### src/rtl/irq_controller.sv
// Fixed-priority interrupt controller. Picks the lowest-index enabled request,
// raises a one-cycle interrupt to the core, holds the cause code until mret,
// then acknowledges the served source and blocks for one guard cycle.
module irq_controller #(
   parameter int          IRQ_NUM    = 16,
   parameter logic [31:0] CAUSE_BASE = 32'h8000_0010
) (
   input  logic               clk_i,
   input  logic               rst_i,
   input  logic [IRQ_NUM-1:0] irq_req_i,
   input  logic [IRQ_NUM-1:0] mie_i,
   input  logic               irq_ret_i,
   output logic               irq_o,
   output logic [31:0]        irq_cause_o,
   output logic [IRQ_NUM-1:0] irq_ack_o,
   output logic               busy_o
);

   localparam int IDX_W = (IRQ_NUM > 1) ? $clog2(IRQ_NUM) : 1;

   typedef enum logic [1:0] {
      IDLE  = 2'd0,
      SERVE = 2'd1,
      GUARD = 2'd2
   } state_t;

   state_t             state;
   logic [IDX_W-1:0]   idx_q;
   logic [IRQ_NUM-1:0] masked;
   logic               masked_any;
   logic [IDX_W-1:0]   enc_idx;
   logic [IRQ_NUM-1:0] ack_onehot;

   assign masked     = irq_req_i & mie_i;
   assign masked_any = |masked;

   // Priority encoder: lowest set index wins (scan high to low, last hit sticks)
   always_comb begin
      enc_idx = '0;
      for (int i = IRQ_NUM - 1; i >= 0; i--) begin
         if (masked[i]) enc_idx = IDX_W'(i);
      end
   end

   // One-hot decode of the served index for the acknowledge pulse
   always_comb begin
      ack_onehot = '0;
      for (int i = 0; i < IRQ_NUM; i++) begin
         ack_onehot[i] = (idx_q == IDX_W'(i));
      end
   end

   // Control FSM with all outputs registered
   always_ff @(posedge clk_i or negedge rst_i) begin
      if (!rst_i) begin
         state       <= IDLE;
         idx_q       <= '0;
         irq_o       <= 1'b0;
         irq_cause_o <= '0;
         irq_ack_o   <= '0;
         busy_o      <= 1'b0;
      end else begin
         case (state)
            IDLE: begin
               irq_ack_o <= '0;
               if (masked_any) begin
                  idx_q       <= enc_idx;
                  irq_o       <= 1'b1;
                  irq_cause_o <= CAUSE_BASE + {{(32 - IDX_W){1'b0}}, enc_idx};
                  busy_o      <= 1'b1;
                  state       <= SERVE;
               end else begin
                  irq_o       <= 1'b0;
                  irq_cause_o <= '0;
                  busy_o      <= 1'b0;
               end
            end
            SERVE: begin
               // Request/mask changes are ignored here; only mret moves us on.
               irq_o <= 1'b0;
               if (irq_ret_i) begin
                  irq_ack_o <= ack_onehot;
                  state     <= GUARD;
               end
            end
            GUARD: begin
               // One cycle for the peripheral to drop its level before resampling.
               irq_o       <= 1'b0;
               irq_ack_o   <= '0;
               irq_cause_o <= '0;
               busy_o      <= 1'b0;
               state       <= IDLE;
            end
            default: begin
               irq_o       <= 1'b0;
               irq_ack_o   <= '0;
               irq_cause_o <= '0;
               busy_o      <= 1'b0;
               state       <= IDLE;
            end
         endcase
      end
   end

endmodule
### config.mk
export PLATFORM = sky130hd
export DESIGN_NAME = irq_controller
export DESIGN_NICKNAME = d
export VERILOG_FILES = /design/src/rtl/irq_controller.sv
export SDC_FILE = /design/constraint.sdc
export NUM_CORES = 1
export LEC_CHECK = 0
export CORE_ASPECT_RATIO = 2
export CORE_MARGIN = 2
export CORE_UTILIZATION = 42
export CTS_CLUSTER_DIAMETER = 80
export DETAILED_ROUTE_END_ITERATION = 6
export PLACE_DENSITY = 0.85
export SLEW_MARGIN = 20
export SYNTH_ARGS = -nofsm -noshare
export SYNTH_HDL_FRONTEND = slang
export SYNTH_SLANG_ARGS = --single-unit
### constraint.sdc
create_clock -name clk_i -period 3.7 [get_ports clk_i]
set_input_delay 0.74 -clock clk_i [delete_from_list [all_inputs] [get_ports clk_i]]
set_output_delay 0.74 -clock clk_i [all_outputs]
set_load 0.02 [all_outputs]
# Word level (Yosys, flattened, before mapping)
# Index checks and enable logic that the tools add are counted.
# totals
word_cells	57
reg_bits	56
# classes
n_bitwise	1
add_sub_neg	1
n_mux	26
reduce_logical	5
eq_ne	18
# op_table
operator	count
2-to-1 mux 4 bit	16
one-hot mux 32 bit (2 select lines)	1
adder 32 x 4 -> 32 bit (first input constant)	1
== test 4 bit (second input constant)	8
2-to-1 mux 16 bit	2
2-to-1 mux 32 bit	1
bitwise AND 16 bit	1
== test 4 x 3 -> 1 bit (second input constant)	4
OR reduction 16 bit	1
== test 4 x 2 -> 1 bit (second input constant)	2
== test 4 x 1 -> 1 bit (second input constant)	1
zero test 4 bit	1
2-to-1 mux 2 bit	2
inequality test 2 bit (second input constant)	2
one-hot mux 2 bit (2 select lines)	1
AND reduction 2 bit	2
== test 2 x 1 -> 1 bit (second input constant)	1
zero test 2 bit	1
2-to-1 mux 1 bit	2
one-hot mux 1 bit (2 select lines)	1

# Logic depth before layout (Yosys ltp)
# depth
word_depth	20
depth_mapped	6

# Least setup slack after synthesis
# OpenSTA, ideal clock, no wires.
# synth_path
path_type	in2reg
start	in irq_req_i[1]
end	reg state[0]
required_time_ps	3576
setup_time_ps	124
cell_stages	5
path_slack_ps	1959
arrival_time_ps	1617
cell_sequence	a22oi_2 > nand4_4 > o21ai_4 > inv_2 > or2_1
# synth_between
elab_chain_cells	4
# synth_lines
item	line_no	source
start, declared	10	input logic [IRQ_NUM-1:0] irq_req_i,
bitwise AND 16 bit	34	assign masked = irq_req_i & mie_i;
OR reduction 16 bit	35	assign masked_any = |masked;
inequality test 2 bit (no source line)	n/a	
AND reduction 2 bit (no source line)	n/a	
end signal, assigned	56	state <= IDLE;
end signal, assigned	71	state <= SERVE;
end signal, assigned	83	state <= GUARD;
end, declared	27	state_t state;
# No other way between the ends.
# A chain may end at the register's enable or synchronous reset.

# Worst setup path in the final report
# layout_path
start	in irq_req_i[12]
end	reg state[0]
# The elaborated chain is that of the path after synthesis.

==> results by group <==
Run status
  – Status: finished clean

Timing
  – Slew @ Worst Pin: 0.6682 ns
  – Final setup margin: 1.622 ns
  – RSZ-0062 raised after global routing: no
  – TNS Setup: 0 ns
  – Min Hold Slack: 0.4785 ns
  – Final setup fails: 0
  – Clk_skew: 0.004494 ns
  – Max Freq: 0.4812 GHz
  – Period utilization: 56.16%
  – Final slew viol count: 0
  – Final Critical Period: 2.078 ns
  – Hold Fails Final Rpt: 0
  – Max-slew headroom: 55.25%

Power and ir drop
  – Final total power: 1.083 mW
  – Cell Pwr Density: 498.1 nW/um^2
  – LEAKAGE: 0.9643 nW
  – VDD IR max: 429.8 uV

Clock tree
  – Root Driver: clkbuf_8
  – Post-CTS Hold Buffers: 0
  – Max clock buf depth: 2
  – Num CTS Buffers: 3
  – CTS H-tree lvls: 1
  – CTS tree: built
  – Clock Latency Late Sink: 0.26 ns
  – Setup Fix Bufs, Post-CTS: 0
  – Clock slew at reported path FFs: 0.08 ns
  – Clk sinks: 28
  – Post-CTS sizing: 0

Floorplanning
  – Die W: 47.90 microns
  – Die Area: 4397 sq um
  – CORE AREA: 3764 sq um
  – IO Count: 85
  – Die Height: 91.81 microns
  – Rows: 32
  – Initial Utilization: 43.02%

Setup path
  – CP max stage delay: 0.44 ns
  – Reg2reg setup slack: 2.12 ns
  – Setup CP Type: in -> reg
  – CP Cell Sequence: clkdlybuf4s50_1, a22oi_1, nand4_2, o21ai_4, inv_2, or2_1
  – CP top delay family: compound AO/OA/AOI/OAI gates
  – Worst EP required: 3.85 ns
  – Reg-to-Reg Start: state[0]$_DFFE_PN0P_
  – Worst-path fanout max: 9
  – Worst EP arrival: 2.23 ns
  – CP max stage cell: clkdlybuf4s50_1
  – RR Endpoint: irq_ack_o[4]$_DFFE_PN0P_
  – Crit. End Element: flop
  – CP Buf/Inv Count: 2
  – Startpoint Class: primary input
  – FF-to-FF path depth: 3

Logic synthesis
  – Post-synth EDFFs: 0
  – Main combinational cell family by area after synthesis: compound AO/OA/AOI/OAI gates
  – Top post-synthesis cells by area: dfrtp_1 43%, buf_4 13%, nand2_1 6.0%
  – Synth Instances: 159
  – Synthesized area per cell: 10.18 sq um
  – Main flop type after synthesis: dfrtp_1
  – Synth Register Bits: 28
  – Async SR Flop Fraction: 100.0%
  – Ys Warns: 0
  – Adder and majority gate portion of the synthesized area: 0%
  – Simple-gate share of the synthesized area: 17.39%
  – Largest area contributor in the netlist: dfrtp_1
  – Compound-Gate Fraction of Synth Area: 24.34%
  – Synth cell types: 37
  – Share of the synthesized area in the top cell type: 43.28%
  – Synthesized-area fraction occupied by xor and xnor cells: 0%
  – Post-synthesis mux area share: 0%
  – Mapped Area: 1619 sq um
  – Sequential fraction of the synthesis area: 43.28%

Worst hold path
  – Hold EP: irq_ack_o[15]$_DFFE_PN0P_
  – Worst Min Path Start: irq_ack_o[15]$_DFFE_PN0P_
  – Hold Crit Class: reg -> reg
  – Worst Hold Depth: 2

GRT
  – GRT met2 Usage: 27.56%
  – Initial antenna violation count: 0
  – First-pass GRT wire length: 5485 microns
  – Vias in the first global route: 1285
  – Gr usage total: 16.35%
  – Gr ovfl total: 0
  – Top Usage Layer GRT: met2
  – M1 GR Usage: 21.28%
  – Routing usage on met3: 1.969%
  – Largest net degree at the start of global routing: 29

Drt
  – DR DRC count: 0
  – Initial DRC count: 32
  – TritonRoute pass-1 iters: 4
  – Via density: 4.936
  – Drt wl/cell: 13.16 microns
  – Vias: 1303
  – Drt total wl: 3475 microns
  – Routed Antenna Nets: 0

Placed design
  – PortBufs: 58
  – Global placer's final weighted congestion: 0.7516
  – DP Worst Slack: 1.324 ns
  – HPWL Detailed: 2806 microns

Final layout
  – Antenna cells: 0
  – Final net count: 250
  – Commonest non-fill, non-tap cells in the layout: 58 x clkdlybuf4s50_1, 28 x dfrtp_1, 26 x nand2_1, 26 x conb_1, 8 x o21ai_0
  – Fillers: 352
  – Layout cells sized above 1: 8.920%
  – Most common cell after layout, fill and taps aside: clkdlybuf4s50_1
  – Synth-to-layout area growth: 34.23%

Job
  – Max-cap violations: 0
[synthesized netlist by cell type, types with 3 or more instances]
master and instances:
a21o_1 4, a21oi_1 5, a22o_1 7, a22oi_2 5, buf_4 29, dfrtp_1 28, nand2_1 26, nand3_1 4
nor2_1 3, nor2b_1 4, o21ai_0 8
[worst max path at each step]
stage | from | endpoint | slack [ns] | cells after the start
floorplan | irq_req_i[1] | state[0]$_DFFE_PN0P_ | 1.96 | 5
global placement | irq_req_i[14] | irq_cause_o[0]$_DFFE_PN0N_ | 1.38 | 6
detailed placement | irq_ret_i | irq_ack_o[9]$_DFFE_PN0P_ | 1.32 | 4
CTS | irq_ret_i | irq_ack_o[5]$_DFFE_PN0P_ | 1.60 | 3
global route | irq_req_i[14] | irq_cause_o[0]$_DFFE_PN0N_ | 1.54 | 6
finish | irq_req_i[12] | state[0]$_DFFE_PN0P_ | 1.62 | 6
[sequential cells by signal, indices dropped and copies added (netlist names)]
| name | cells |
|---|---|
| irq_o | 1 |
| irq_cause_o | 5 |
| state | 2 |
| irq_ack_o | 16 |
| idx_q | 4 |
[routing by layer]
| metal | part of all wire, % | vias up |
|---|---|---|
| li1 | - | 626 |
| met1 | 41 | 628 |
| met2 | 54 | 45 |
| met3 | 3.7 | 4 |
| met4 | 1.0 | 0 |
| met5 | 0 | - |
[metrics by stage]
stage,util (%),std cells,instance area (sq um)
global placement,56.58,261,2130
finish,57.75,264,2173
detailed placement,56.58,261,2130
CTS,57.68,264,2171
floorplan,-,184,1713
global route,57.75,264,2173
[logic make-up after synthesis]
group,count (synthesis)
buf+inv,34
simple gates,50
flops,28
other cells,1
compound gates,46
[cell type report]
| type | instances | area [sq um] | area share, % |
|---|---|---|---|
| Tap cell | 51 | 63.81 | 2.936 |
| Multi-Input combinational cell | 122 | 775.7 | 35.69 |
| Clock buffer | 3 | 41.29 | 1.900 |
| Sequential cell | 28 | 700.7 | 32.24 |
| Timing Repair Buffer | 59 | 588.1 | 27.06 |
| Inverter | 1 | 3.754 | 0.1727 |
[power by group]
group,switching (mW),internal (mW)
combinational,0.252,0.216
clock,0.0786,0.0726
sequential,0.0873,0.376
total,0.418,0.665
[tightest hold or removal path, stage by stage (launching register included)]
cell and delay [ns]:
dfrtp_1 0.35, nand2_1 0.04, o21ai_0 0.05
(Power assumes the default switching activity.)
